**config.mk**
```make
export PLATFORM = sky130hd
export DESIGN_NAME = mem_req_master
export DESIGN_NICKNAME = d
export VERILOG_FILES = /design/src/rtl/mem_pkg.sv /design/src/rtl/mem_req_fifo.sv /design/src/rtl/mem_req_master.sv
export SDC_FILE = /design/constraint.sdc
export NUM_CORES = 1
export LEC_CHECK = 0
export ABC_AREA = 0
export BUFFER_PORTS_ARGS = -buffer_cell sky130_fd_sc_hd__buf_2
export CORE_MARGIN = 3
export CORE_UTILIZATION = 45
export CTS_BUF_LIST = sky130_fd_sc_hd__clkbuf_8
export CTS_CLUSTER_DIAMETER = 120
export DETAILED_ROUTE_END_ITERATION = 10
export GPL_TIMING_DRIVEN = 0
export HOLD_SLACK_MARGIN = 0.12
export PLACE_DENSITY = 0.69
export SYNTH_ARGS = -nofsm -noshare
export SYNTH_HDL_FRONTEND = slang
export SYNTH_HIERARCHICAL = 1
export SYNTH_SLANG_ARGS = --single-unit
```
**constraint.sdc**
```tcl
create_clock -name clk -period 2.8 [get_ports clk]
set_clock_uncertainty 0.2 [all_clocks]
set_input_delay 0.42 -clock clk [delete_from_list [all_inputs] [get_ports clk]]
set_output_delay 0.42 -clock clk [all_outputs]
set_load 0.005 [all_outputs]
```
**src/rtl/mem_pkg.sv**
```systemverilog
// Shared defaults and FSM state encoding for the memory request master.
package mem_pkg;

    localparam int DATA_SIZE_DEF  = 2;
    localparam int ADDR_W_DEF     = 14;
    localparam int FIFO_DEPTH_DEF = 4;
    localparam int TIMEOUT_DEF    = 64;

    typedef enum logic [1:0] {
        IDLE  = 2'd0,
        ISSUE = 2'd1,
        RESP  = 2'd2
    } mem_master_state_t;

endpackage

```
**src/rtl/mem_req_fifo.sv**
```systemverilog
// Synchronous request FIFO: read/write pointers plus an occupancy count.
module mem_req_fifo #(
    parameter int WIDTH = 8,
    parameter int DEPTH = 4
) (
    input  logic             clk,
    input  logic             reset_n,
    input  logic             push,
    input  logic [WIDTH-1:0] push_data,
    input  logic             pop,
    output logic [WIDTH-1:0] pop_data,
    output logic             full,
    output logic             empty
);

    localparam int PTR_W = $clog2(DEPTH);

    logic [PTR_W-1:0] wr_ptr_q, wr_ptr_d;
    logic [PTR_W-1:0] rd_ptr_q, rd_ptr_d;
    logic [PTR_W:0]   count_q, count_d;
    logic [WIDTH-1:0] mem_q [DEPTH];
    logic [WIDTH-1:0] mem_d [DEPTH];
    logic             do_push;
    logic             do_pop;

    assign full     = (count_q == (PTR_W+1)'(DEPTH));
    assign empty    = (count_q == '0);
    assign pop_data = mem_q[rd_ptr_q];

    always_comb begin
        do_push  = push & ~full;
        do_pop   = pop & ~empty;
        wr_ptr_d = wr_ptr_q;
        rd_ptr_d = rd_ptr_q;
        count_d  = count_q;
        mem_d    = mem_q;
        if (do_push) begin
            mem_d[wr_ptr_q] = push_data;
            wr_ptr_d        = wr_ptr_q + 1'b1;
        end
        if (do_pop) begin
            rd_ptr_d = rd_ptr_q + 1'b1;
        end
        case ({do_push, do_pop})
            2'b10:   count_d = count_q + 1'b1;
            2'b01:   count_d = count_q - 1'b1;
            default: count_d = count_q;
        endcase
    end

    always_ff @(posedge clk) begin
        if (!reset_n) begin
            wr_ptr_q <= '0;
            rd_ptr_q <= '0;
            count_q  <= '0;
        end else begin
            wr_ptr_q <= wr_ptr_d;
            rd_ptr_q <= rd_ptr_d;
            count_q  <= count_d;
        end
    end

    // Storage needs no reset: the pointers alone define what is valid.
    always_ff @(posedge clk) begin
        mem_q <= mem_d;
    end

endmodule

```
**src/rtl/mem_req_master.sv**
```systemverilog
// Queues core requests and issues them one at a time to shared memory,
// aborting with an error response if memory does not answer in time.
module mem_req_master
    import mem_pkg::*;
#(
    parameter int DATA_SIZE  = DATA_SIZE_DEF,
    parameter int ADDR_W     = ADDR_W_DEF,
    parameter int FIFO_DEPTH = FIFO_DEPTH_DEF,
    parameter int TIMEOUT    = TIMEOUT_DEF
) (
    input  logic                   clk,
    input  logic                   reset_n,
    input  logic                   core_req_valid,
    output logic                   core_req_ready,
    input  logic                   core_req_we,
    input  logic [ADDR_W-1:0]      core_req_addr,
    input  logic [DATA_SIZE*8-1:0] core_req_wdata,
    output logic                   core_rsp_valid,
    input  logic                   core_rsp_ready,
    output logic [DATA_SIZE*8-1:0] core_rsp_rdata,
    output logic                   core_rsp_err,
    output logic                   processor_req,
    output logic                   mem_read_req,
    output logic                   mem_write_req,
    output logic [ADDR_W-1:0]      addr,
    output logic [DATA_SIZE*8-1:0] mem_write_data,
    input  logic [DATA_SIZE*8-1:0] mem_read_data,
    input  logic                   processor_resp,
    output logic                   busy
);

    localparam int DW      = DATA_SIZE * 8;
    localparam int ENTRY_W = 1 + ADDR_W + DW;
    localparam int CNT_W   = $clog2(TIMEOUT);
    localparam logic [CNT_W-1:0] CNT_LAST = CNT_W'(TIMEOUT - 1);

    mem_master_state_t state_q, state_d;

    logic [CNT_W-1:0]   cnt_q, cnt_d;
    logic               rst_done_q, rst_done_d;
    logic               processor_req_q, processor_req_d;
    logic               mem_read_req_q, mem_read_req_d;
    logic               mem_write_req_q, mem_write_req_d;
    logic [ADDR_W-1:0]  addr_q, addr_d;
    logic [DW-1:0]      wdata_q, wdata_d;
    logic               rsp_valid_q, rsp_valid_d;
    logic [DW-1:0]      rsp_rdata_q, rsp_rdata_d;
    logic               rsp_err_q, rsp_err_d;

    logic               fifo_push;
    logic               fifo_pop;
    logic               fifo_full;
    logic               fifo_empty;
    logic [ENTRY_W-1:0] fifo_wdata;
    logic [ENTRY_W-1:0] fifo_rdata;
    logic               head_we;
    logic [ADDR_W-1:0]  head_addr;
    logic [DW-1:0]      head_wdata;
    logic               load_cmd;
    logic               clear_cmd;

    // Ready is gated by a flop that is low throughout reset and rises
    // on the first edge after it; there is deliberately no pop bypass.
    assign core_req_ready = rst_done_q & ~fifo_full;
    assign fifo_push      = core_req_valid & core_req_ready;
    assign fifo_wdata     = {core_req_we, core_req_addr, core_req_wdata};
    assign head_we        = fifo_rdata[ENTRY_W-1];
    assign head_addr      = fifo_rdata[DW +: ADDR_W];
    assign head_wdata     = fifo_rdata[DW-1:0];

    mem_req_fifo #(
        .WIDTH (ENTRY_W),
        .DEPTH (FIFO_DEPTH)
    ) u_fifo (
        .clk       (clk),
        .reset_n   (reset_n),
        .push      (fifo_push),
        .push_data (fifo_wdata),
        .pop       (fifo_pop),
        .pop_data  (fifo_rdata),
        .full      (fifo_full),
        .empty     (fifo_empty)
    );

    always_comb begin
        state_d         = state_q;
        cnt_d           = cnt_q;
        rst_done_d      = 1'b1;
        processor_req_d = processor_req_q;
        mem_read_req_d  = mem_read_req_q;
        mem_write_req_d = mem_write_req_q;
        addr_d          = addr_q;
        wdata_d         = wdata_q;
        rsp_valid_d     = rsp_valid_q;
        rsp_rdata_d     = rsp_rdata_q;
        rsp_err_d       = rsp_err_q;
        fifo_pop        = 1'b0;
        load_cmd        = 1'b0;
        clear_cmd       = 1'b0;

        case (state_q)
            IDLE: begin
                if (!fifo_empty) begin
                    load_cmd = 1'b1;
                    state_d  = ISSUE;
                end
            end
            ISSUE: begin
                // A response on the final timeout cycle still counts as success.
                if (processor_resp) begin
                    state_d     = RESP;
                    clear_cmd   = 1'b1;
                    rsp_valid_d = 1'b1;
                    rsp_rdata_d = mem_write_req_q ? '0 : mem_read_data;
                    rsp_err_d   = 1'b0;
                end else if (cnt_q == CNT_LAST) begin
                    state_d     = RESP;
                    clear_cmd   = 1'b1;
                    rsp_valid_d = 1'b1;
                    rsp_rdata_d = '0;
                    rsp_err_d   = 1'b1;
                end else begin
                    cnt_d = cnt_q + 1'b1;
                end
            end
            RESP: begin
                if (core_rsp_ready) begin
                    rsp_valid_d = 1'b0;
                    rsp_rdata_d = '0;
                    rsp_err_d   = 1'b0;
                    if (!fifo_empty) begin
                        load_cmd = 1'b1;
                        state_d  = ISSUE;
                    end else begin
                        state_d = IDLE;
                    end
                end
            end
            default: begin
                state_d = IDLE;
            end
        endcase

        if (clear_cmd) begin
            processor_req_d = 1'b0;
            mem_read_req_d  = 1'b0;
            mem_write_req_d = 1'b0;
            addr_d          = '0;
            wdata_d         = '0;
        end

        // The memory-side flops double as the command register.
        if (load_cmd) begin
            fifo_pop        = 1'b1;
            processor_req_d = 1'b1;
            mem_read_req_d  = ~head_we;
            mem_write_req_d = head_we;
            addr_d          = head_addr;
            wdata_d         = head_wdata;
            cnt_d           = '0;
        end
    end

    always_ff @(posedge clk) begin
        if (!reset_n) begin
            state_q         <= IDLE;
            cnt_q           <= '0;
            rst_done_q      <= 1'b0;
            processor_req_q <= 1'b0;
            mem_read_req_q  <= 1'b0;
            mem_write_req_q <= 1'b0;
            addr_q          <= '0;
            wdata_q         <= '0;
            rsp_valid_q     <= 1'b0;
            rsp_rdata_q     <= '0;
            rsp_err_q       <= 1'b0;
        end else begin
            state_q         <= state_d;
            cnt_q           <= cnt_d;
            rst_done_q      <= rst_done_d;
            processor_req_q <= processor_req_d;
            mem_read_req_q  <= mem_read_req_d;
            mem_write_req_q <= mem_write_req_d;
            addr_q          <= addr_d;
            wdata_q         <= wdata_d;
            rsp_valid_q     <= rsp_valid_d;
            rsp_rdata_q     <= rsp_rdata_d;
            rsp_err_q       <= rsp_err_d;
        end
    end

    assign processor_req  = processor_req_q;
    assign mem_read_req   = mem_read_req_q;
    assign mem_write_req  = mem_write_req_q;
    assign addr           = addr_q;
    assign mem_write_data = wdata_q;
    assign core_rsp_valid = rsp_valid_q;
    assign core_rsp_rdata = rsp_rdata_q;
    assign core_rsp_err   = rsp_err_q;
    assign busy           = ~fifo_empty | (state_q != IDLE);

endmodule

```
**Word-level counts from Yosys, hierarchy flattened**

Cells that the tools add are included.
W data, S select, Z words.

- Register bits: 191
- Bits of input ports: 52
- Output and inout bits: 53
- Logic and storage cells: 99

- Add/sub/neg operators: 5
- $lt $le $gt $ge: 3
- Equal/unequal tests: 9
- Mux-type cells: 40
- Bitwise gates (word level): 13
- Reduce and logical (&&, ||, !) cells: 11

Operators with widths:

| operator | number |
|---|---|
| $bwmux W124 | 1 |
| $mux W16 | 6 |
| $mux W31 | 3 |
| $bmux W31 S2 | 1 |
| $demux W31 S2 | 1 |
| $pmux W16 S2 | 1 |
| $mux W14 | 2 |
| $mux W1 | 16 |
| $reduce_and A3 Y1 | 3 |
| $mux W2 | 4 |
| $reduce_bool A2 Y1 | 4 |
| $add A6 B1 Y6 const B | 1 |
| $eq A6 B6 Y1 const B | 1 |
| $ge A3 B3 Y1 const B | 2 |
| $not A1 Y1 | 6 |
| $not A2 Y3 | 2 |
| $pmux W1 S2 | 3 |
| $pmux W2 S3 | 1 |
| $pmux W3 S2 | 1 |
| $add A2 B1 Y2 const B | 2 |
| $and A1 B1 Y1 | 4 |
| $eq A2 B1 Y1 const B | 2 |
| $eq A2 B2 Y1 const B | 2 |
| $ne A2 B2 Y1 const B | 2 |
| other kinds (10) | 10 |

**Logic depth before layout (Yosys ltp)**

Gate-level depths: netlist of the first run.

- Depth in word-level cells: 8
- Gate-level depth with buffers: 12
- Depth with buffers taken out: 11

**Cells and area by module**

The synthesis of the first run kept the hierarchy.

By module, submodules not included:

| module | times used | cells an instance | area an instance (µm²) | seq. area each (µm²) |
|---|---|---|---|---|
| mem_req_fifo | 1 | 214 | 4968.5 | 3863.7 |
| mem_req_master | 1 | 223 | 2287.2 | 1201.2 |

**Worst setup path before layout of the first run**

Ideal clock, no wire load.

- Path type: register to register
- Start: register u_fifo.count_q[0]
- End: register u_fifo.count_q[2]
- Library setup time: 0.076 ns
- Arrival time: 2.220 ns
- Required time: 2.524 ns
- Slack: 0.305 ns
- Cell stages (with the launch flop): 13
- Path buffers: 1
- Clock period less this slack: 2.495 ns
- Cells stage by stage: dfxtp_1 > nor3b_2 > nor2b_1 > and2_1 > nor2b_1 > buf_2 > inv_1 > ha_1 > inv_1 > fa_1 > xor2_1 > or3_1 > a21boi_0

- Elaborated cells on any way between the ends: 18
- Classes of those cells: add/sub (2); eq/ne (3); mux (5); bitwise (6); reduce/logical (2)

RTL lines:

| what | RTL line | source |
|---|---|---|
| start: declaration | mem_req_fifo.sv:20 | `logic [PTR_W:0] count_q, count_d;` |
| start signal: assignment | mem_req_fifo.sv:59 | `count_q <= count_d;` |
| $eq A3 B3 Y1 * | mem_req_fifo.sv:26 | `assign full = (count_q == (PTR_W+1)'(DEPTH));` |
| named net fifo_full | mem_req_master.sv:52 | `logic fifo_full;` |
| $not A1 Y1 * | mem_req_master.sv:64 | `assign core_req_ready = rst_done_q & ~fifo_full;` |
| $and A1 B1 Y1 * | mem_req_master.sv:64 |  |
| named net core_req_ready | mem_req_master.sv:14 | `output logic core_req_ready,` |
| $and A1 B1 Y1 * | mem_req_master.sv:65 | `assign fifo_push = core_req_valid & core_req_ready;` |
| named net fifo_push | mem_req_master.sv:50 | `logic fifo_push;` |
| $and A1 B1 Y1 * | mem_req_fifo.sv:31 | `do_push = push & ~full;` |
| $eq A2 B1 Y1 / $eq A2 B2 Y1 (equally long branches) | mem_req_fifo.sv:44 | `case ({do_push, do_pop})` |
| $pmux W3 S2 / $reduce_bool A2 Y1 (equally long branches) | -- |  |

The timed path passes the listed nets; every way through them passes the cells marked *.
A chain may end at the register's enable or synchronous reset.

**Final worst setup path of the first run**

- Start: register state_q[0]
- End: register u_fifo.count_q[2]

- Word-level cells in the longest chain between the ends: 6
- Elaborated cells on any way between the ends: 9
- Classes of those cells: eq/ne (3); mux (3); bitwise (1); reduce/logical (2)

Ends and longest elaborated chain:

| what | RTL line | source |
|---|---|---|
| start: declaration | mem_req_master.sv:37 | `mem_master_state_t state_q, state_d;` |
| start signal: assignment | mem_req_master.sv:178 | `state_q <= state_d;` |
| $eq A2 B2 Y1 / $logic_not A2 Y1 (equally long branches) | mem_req_master.sv:101 | `case (state_q)` |
| $pmux W1 S2 * | mem_req_master.sv:101 |  |
| $mux W1 * | mem_req_master.sv:153 | `if (load_cmd) begin` |
| named net fifo_pop | mem_req_master.sv:51 | `logic fifo_pop;` |
| $and A1 B1 Y1 * | mem_req_fifo.sv:32 | `do_pop = pop & ~empty;` |
| named net u_fifo.do_pop | mem_req_fifo.sv:24 | `logic do_pop;` |
| $eq A2 B1 Y1 / $eq A2 B2 Y1 (equally long branches) | mem_req_fifo.sv:44 |  |
| $pmux W3 S2 / $reduce_bool A2 Y1 (equally long branches) | -- |  |

Marks and branches as above.

==> results of run 1 <==
[cell type report]
| class | count | area, um2 |
|---|---|---|
| well taps | 211 | 264 |
| repair buffers | 157 | 1040 |
| inverters | 10 | 37.5 |
| multi-input cells | 211 | 1980 |
| clock inverters | 14 | 140 |
| fillers | 1191 | 6500 |
| flip-flops and latches | 191 | 5070 |
| clock buffers | 18 | 248 |
| plain buffers | 25 | 195 |
[what timing repair did]
action                     in CTS  in global routing
hold endpoints to repair      143                  0
setup endpoints to repair       0                  1
hold buffers                   50                  0
buffers inserted                0                  3
gates resized for setup         0                 10
[per-stage QoR]
| stage | cell area, um2 | util | hold slack [ns] |
|---|---|---|---|
| final | 8980 | 0.580 | 0.262 |
| after global routing | 8980 | 0.580 | 0.285 |
| after CTS | 8930 | 0.577 | 0.262 |
| after detailed placement | 8050 | 0.520 | 0.250 |
| after global placement | 8040 | 0.519 | 0.239 |
| after floorplan | 7260 | - | 0.248 |
[cells in the final DEF (no fill, tap or decap), drive strengths merged, types with 3 or more instances in the layout]
cell         Yosys  layout
buf             18     125
edfxtp         124     124
dfxtp           67      67
dlygate4sd3      0      50
nand2           49      49
a22o            32      32
mux4            31      31
clkbuf           7      25
mux2i           19      19
inv             10      18
ha              11      11
and2             9       9
o21ai            8       8
a21oi            7       7
nor2             6       6
nor2b            4       4
a21boi           4       4
nand3            3       3
or3              3       3
and3             3       3
[power groups by stage]
stage / clock [mW] / combinational, mW / sequential [mW]
after detailed placement: 0 / 1.55 / 3.50
after global routing: 1.91 / 1.81 / 3.48
after floorplan: 0 / 1.01 / 3.49
final: 1.76 / 1.65 / 3.44
after CTS: 1.80 / 1.62 / 3.44
after global placement: 0 / 1.52 / 3.49
[critical path, stage by stage (launching register included)]
cell      delay (ns)
dfxtp_1         0.36
inv_1           0.11
ha_2            0.22
a21oi_1         0.11
nor2_2          0.18
nor2b_4         0.17
ha_2            0.19
inv_1           0.05
fa_1            0.38
xor2_1          0.16
or3_1           0.31
a21boi_1        0.12
[sequential cells by signal (all words and copies together), names as in the netlist]
| register | flops |
|---|---|
| u_fifo/mem_q | 124 |
| mem_read_req | 1 |
| addr | 14 |
| mem_write_req | 1 |
| core_rsp_valid | 1 |
| rst_done_q | 1 |
| state_q | 2 |
| processor_req | 1 |
| u_fifo/count_q | 3 |
| u_fifo/wr_ptr_q | 2 |
| u_fifo/rd_ptr_q | 2 |
| core_rsp_rdata | 16 |
| core_rsp_err | 1 |
| mem_write_data | 16 |
| cnt_q | 6 |
[worst paths after layout]
check                        to  depth (start not counted)
max           u_fifo/count_q[2]                         11
min reg2reg  core_rsp_rdata[12]                          2
max reg2reg   u_fifo/count_q[2]                         11
min          core_rsp_rdata[12]                          2
[cell families (layout without fill, tap and decap cells)]
family | count (synthesis) | count (layout) | synth area share
flip-flops | 191 | 191 | 0.698
AND/OR/NAND/NOR | 86 | 86 | 0.0581
AO/OA/AOI/OAI | 59 | 59 | 0.0617
multiplexers | 50 | 50 | 0.123
buffers and inverters | 35 | 224 | 0.0321
adder cells (fa/ha/maj) | 12 | 12 | 0.0217
XOR/XNOR | 4 | 4 | 0.00483
[per-layer routing]
metal	vias up	share of wire	global-route usage
met5	-	0	0
met1	2159	0.43	0.221
met2	145	0.49	0.291
met4	0	0.011	0.0468
li1	2017	-	-
met3	14	0.068	0.0540
==> run_results.csv, run 1 <==
group,metric,value,unit
synth,synth_warnings,6,
worst_setup_path,cp-start-kind,"flop",
cells_and_area,num-nets-final,677,
synth,synth_edf_count,124,
timing,period_share,0.937,
power,max-vdd-ir-drop,497,uV
synth,synth_top_area_share,0.513,
timing,setup_violations,0,
floorplan,fp.dieW,133,um
cts,cts_tree,"built",
synth,netlist-cell-type-count,44,
grt,grt_usage,0.174,
grt,grt_pass1_vias,4530,
synth,syn_inst,437,
route,drt_iter0_drc,249,
timing,final-max-slew-violation-count,0,
worst_setup_path,reg2reg_from,"state_q[0]",
synth,synth.area.top_cells,"edfxtp_1 (51%), dfxtp_1 (18%), mux4_2 (9.0%)",
synth,syn_nets,501,
worst_setup_path,regToRegSetupSlack,0.18,ns
worst_hold_path,hold_start,"core_rsp_rdata[12]",
synth,yosys_register_bits,191,
power,leakagePower,3.33,nW
power,finalPower,6.85,mW
route,wl_per_cell,17.6,um
cts,cts-root-buf,"clkbuf_8",
timing,setup_ws,0.178,ns
route,dr.pass1.iters,4,
place,port_buffers,104,
floorplan,dieHeight,133,um
synth,yosys-top-cells-count,"edfxtp_1 (124), dfxtp_1 (67), nand2_1 (49)",
synth,syn_avg_cell_area,16.6,um2
cts,path_clk_slew,0.10,ns
place,place.gp.congestion,0.838,
floorplan,io-pin-count,105,
power,clockPowerShare,0.257,
route,ant_nets,0,
worst_setup_path,cp.arrival,2.82,ns
cts,cts_buffers,17,
timing,rsz0062_at_grt,"yes",
cells_and_area,diodes,0,
worst_setup_path,path_class,"reg -> reg",
timing,worst_pin_slew,0.916,ns
cts,htreeDepth,4,
floorplan,core-area,15500,um2
worst_setup_path,crit_fanout,5,
synth,ys_seq_area_frac,0.698,
floorplan,rows,45,
run,maxCapViolCount,0,
worst_setup_path,critical_path.endpoint_type,"flop",
cells_and_area,layout.cells.non_filler,837,
floorplan,start_util,0.469,
timing,report.final.hold_viol_count,0,
place,dp.cells,752,
synth,synthArstFlopShare,0,
cells_and_area,synthToLayoutAreaGrowth,23.8,%
synth,yosysTopAreaCell,"edfxtp_1",
power,p_switching,1.91,mW
grt,grt_max_degree,32,
timing,fin_crit,2.62,ns
synth,synth-main-ff-cell,"edfxtp_1",
timing,tns,0,ns
cells_and_area,drive_gt1_frac,0.312,
worst_hold_path,hold_path_class,"reg -> reg",
worst_setup_path,worstSetupStartpoint,"state_q[0]",
grt,antenna_found_initial,0,
cts,ctsLongestPathBuffers,2,
route,vias,4335,
power,p_per_area,762,nW/um2
route,vias_per_cell,5.18,
power,power.internal,4.93,mW
place,post-dp-hpwl,9.32,mm
worst_setup_path,crit_required,2.99,ns
synth,synth.most_common_cell,"edfxtp_1",
power,comb_power_share,0.240,
timing,max-slew-margin-rel,0.389,
grt,grt.overflow.total,0,
timing,fmax,381,MHz
grt,grt_first_pass_wirelength,23.8,mm
cts,clk_latency,0.46,ns
route,drt-total-wl,14.8,mm
place,preCtsSetupSlack,0.0524,ns
power,p_sw_frac,0.280,
route,drc_errors,0,
floorplan,die-area,17700,um2
cts,cts.sinks,191,
status,status,"finished clean",
synth,syn_area,7260,um2
power,p_seq_frac,0.503,
Power figures use the tool's default switching activity.
==> run 2: changes to the inputs <==
- CELL_PAD_IN_SITES_DETAIL_PLACEMENT: not set -> 2
- CELL_PAD_IN_SITES_GLOBAL_PLACEMENT: not set -> 2
- CORE_UTILIZATION: 45 -> 43
- PLACE_DENSITY: 0.69 -> 0.86
==> run 2 against run 1 <==
Against the previous run:
- critical path depth did not move
- combinational power increased by 9%
- clock power rose by 12%
- hold slack got worse by 0.11 ns
- cell count increased by 0.36%
- die area increased by 4.4%
- worst setup slack worse by 0.068 ns
==> run_results.csv, run 2 (synthesis gave the netlist of run 1 again) <==
group,metric,value,unit
grt,grt_util_met1,0.303,
power,p_sw_frac,0.307,
grt,grt_pass1_vias,5241,
timing,setup_ws,0.110,ns
route,drc_errors,0,
place,port_buffers,104,
floorplan,fp.dieW,136,um
place,dp.cells,757,
power,clockPowerShare,0.273,
cells_and_area,mostFrequentLayoutCell,"edfxtp_1",
worst_hold_path,hold_start,"core_rsp_ready",
worst_hold_path,hold_end,"core_rsp_valid",
cells_and_area,synthToLayoutAreaGrowth,24.4,%
power,p_per_area,806,nW/um2
worst_setup_path,regToRegSetupSlack,0.11,ns
power,max-vdd-ir-drop,522,uV
cells_and_area,layout.cells.non_filler,840,
cts,htreeDepth,4,
timing,report.final.hold_viol_count,0,
worst_setup_path,reg2reg_from,"state_q[0]",
power,leakagePower,3.34,nW
grt,grt.busiest_layer,"met2",
route,drt_iter0_drc,351,
grt,gr-usage-met3,0.0503,
worst_setup_path,path_class,"reg -> reg",
worst_setup_path,critical_path.endpoint_type,"flop",
power,power.internal,5.04,mW
route,dr.pass1.iters,4,
grt,grt_max_degree,32,
worst_setup_path,reg2reg_depth,11,
timing,rsz0062_at_grt,"yes",
place,placed_area,8050,um2
floorplan,dieHeight,136,um
cts,cts-root-buf,"clkbuf_8",
route,vias_per_cell,5.50,
worst_hold_path,hold_path_class,"in -> reg",
cells_and_area,top_register,"u_fifo/mem_q",
route,vias,4623,
floorplan,die-area,18500,um2
power,comb_power_share,0.247,
cts,cts.sinks,191,
power,finalPower,7.27,mW
grt,grt_first_pass_wirelength,34.5,mm
floorplan,io-pin-count,105,
power,p_seq_frac,0.480,
worst_hold_path,whs_path_depth,3,
worst_setup_path,cp.arrival,2.88,ns
grt,grt_usage,0.260,
grt,grt.overflow.total,0,
floorplan,core-area,16200,um2
cells_and_area,diodes,0,
timing,fin_crit,2.69,ns
timing,period_share,0.961,
power,p_switching,2.23,mW
grt,grtUsageMet2,0.480,
cells_and_area,largest_reg_flops,124,
floorplan,start_util,0.449,
worst_setup_path,crit_fanout,5,
cells_and_area,final_cell_mix,"edfxtp_1 (124), buf_2 (114), dfxtp_1 (64)",
place,post-dp-hpwl,12.4,mm
timing,setup_violations,0,
route,drt-total-wl,22.6,mm
grt,antenna_found_initial,0,
timing,final-max-slew-violation-count,0,
cts,cts_tree,"built",
worst_setup_path,crit_required,2.99,ns
place,preCtsSetupSlack,-0.191,ns
timing,worst_pin_slew,0.985,ns
cts,cts_buffers,17,
route,ant_nets,0,
timing,max-slew-margin-rel,0.344,
timing,fmax,372,MHz
place,place.gp.congestion,0.753,
worst_setup_path,cp-start-kind,"flop",
cells_and_area,num-nets-final,675,
run,maxCapViolCount,0,
status,status,"finished clean",
worst_setup_path,timing.rr.end,"u_fifo/count_q[2]",
cts,path_clk_slew,0.09,ns
floorplan,rows,46,
cts,ctsLongestPathBuffers,2,
route,wl_per_cell,27.0,um
cts,clk_latency,0.47,ns
cells_and_area,drive_gt1_frac,0.325,
cells_and_area,design_area,9030,um2
cells_and_area,n_fill_cell,1412,
-- run 2: changes by cell type in the layout (fill, tap and decap cells not counted), moves of 2 or more --
| cell | previous run | this run |
|---|---|---|
| clkinv_4 | 1 | 4 |
| inv_2 | 0 | 2 |
| clkinvlp_4 | 2 | 0 |
| inv_1 | 14 | 9 |
-- run 2: area by class of cell --
type	count	area, um2	share of cell area
plain buffers	25	198	0.0219
clock buffers	18	248	0.0274
clock inverters	14	180	0.0200
inverters	10	37.5	0.00416
multi-input cells	211	2000	0.221
flip-flops and latches	191	5070	0.562
well taps	216	270	0.0299
repair buffers	155	1030	0.114
-- run 2: power by group through the flow --
stage               sequential, mW  combinational [mW]  clock [mW]
CTS                           3.47                1.76        1.97
finish                        3.49                1.80        1.98
global placement              3.49                1.54           0
detailed placement            3.51                1.65           0
floorplan                     3.49                1.01           0
global route                  3.52                1.95        2.14
-- run 2: how the worst max path moves through the flow --
| stage | start | end | depth (start not counted) |
|---|---|---|---|
| floorplan | u_fifo/count_q[0] | u_fifo/count_q[2] | 12 |
| global placement | u_fifo/count_q[0] | u_fifo/mem_q[36] | 6 |
| detailed placement | state_q[0] | u_fifo/count_q[2] | 11 |
| CTS | u_fifo/count_q[1] | u_fifo/count_q[2] | 12 |
| global route | u_fifo/count_q[1] | u_fifo/count_q[2] | 12 |
| finish | state_q[0] | u_fifo/count_q[2] | 11 |
-- run 2: per-layer routing --
metal / up-vias / wire (um)
li1: 2014 / -
met1: 2422 / 8800
met2: 158 / 12200
met3: 29 / 1130
met4: 0 / 497
met5: - / 0
-- run 2: per-stage QoR --
stage / setup TNS, ns / util / hold slack, ns
2_1_floorplan: 0 / - / 0.248
3_3_place_gp: -33.15 / 0.498 / 0.240
3_5_place_dp: -0.191 / 0.498 / 0.252
4_1_cts: 0 / 0.556 / 0.134
5_1_grt: -0.0593 / 0.558 / 0.144
6_report: 0 / 0.558 / 0.150
-- run 2: worst max-delay path, stage by stage (launching register included) --
cell	delay, ns
dfxtp_1	0.39
inv_2	0.13
ha_2	0.22
a21oi_1	0.07
nor2_2	0.15
nor2b_2	0.20
ha_2	0.22
inv_1	0.06
fa_2	0.34
xor2_1	0.16
or3_1	0.34
a21boi_2	0.14
-- run 2: repair_timing --
item | in CTS | in global routing
pin swaps | 1 | 2
endpoints found under the setup margin | 1 | 1
buffers inserted | 1 | 1
hold endpoints to repair | 142 | 0
hold buffers | 49 | 0
gates resized for setup | 10 | 7
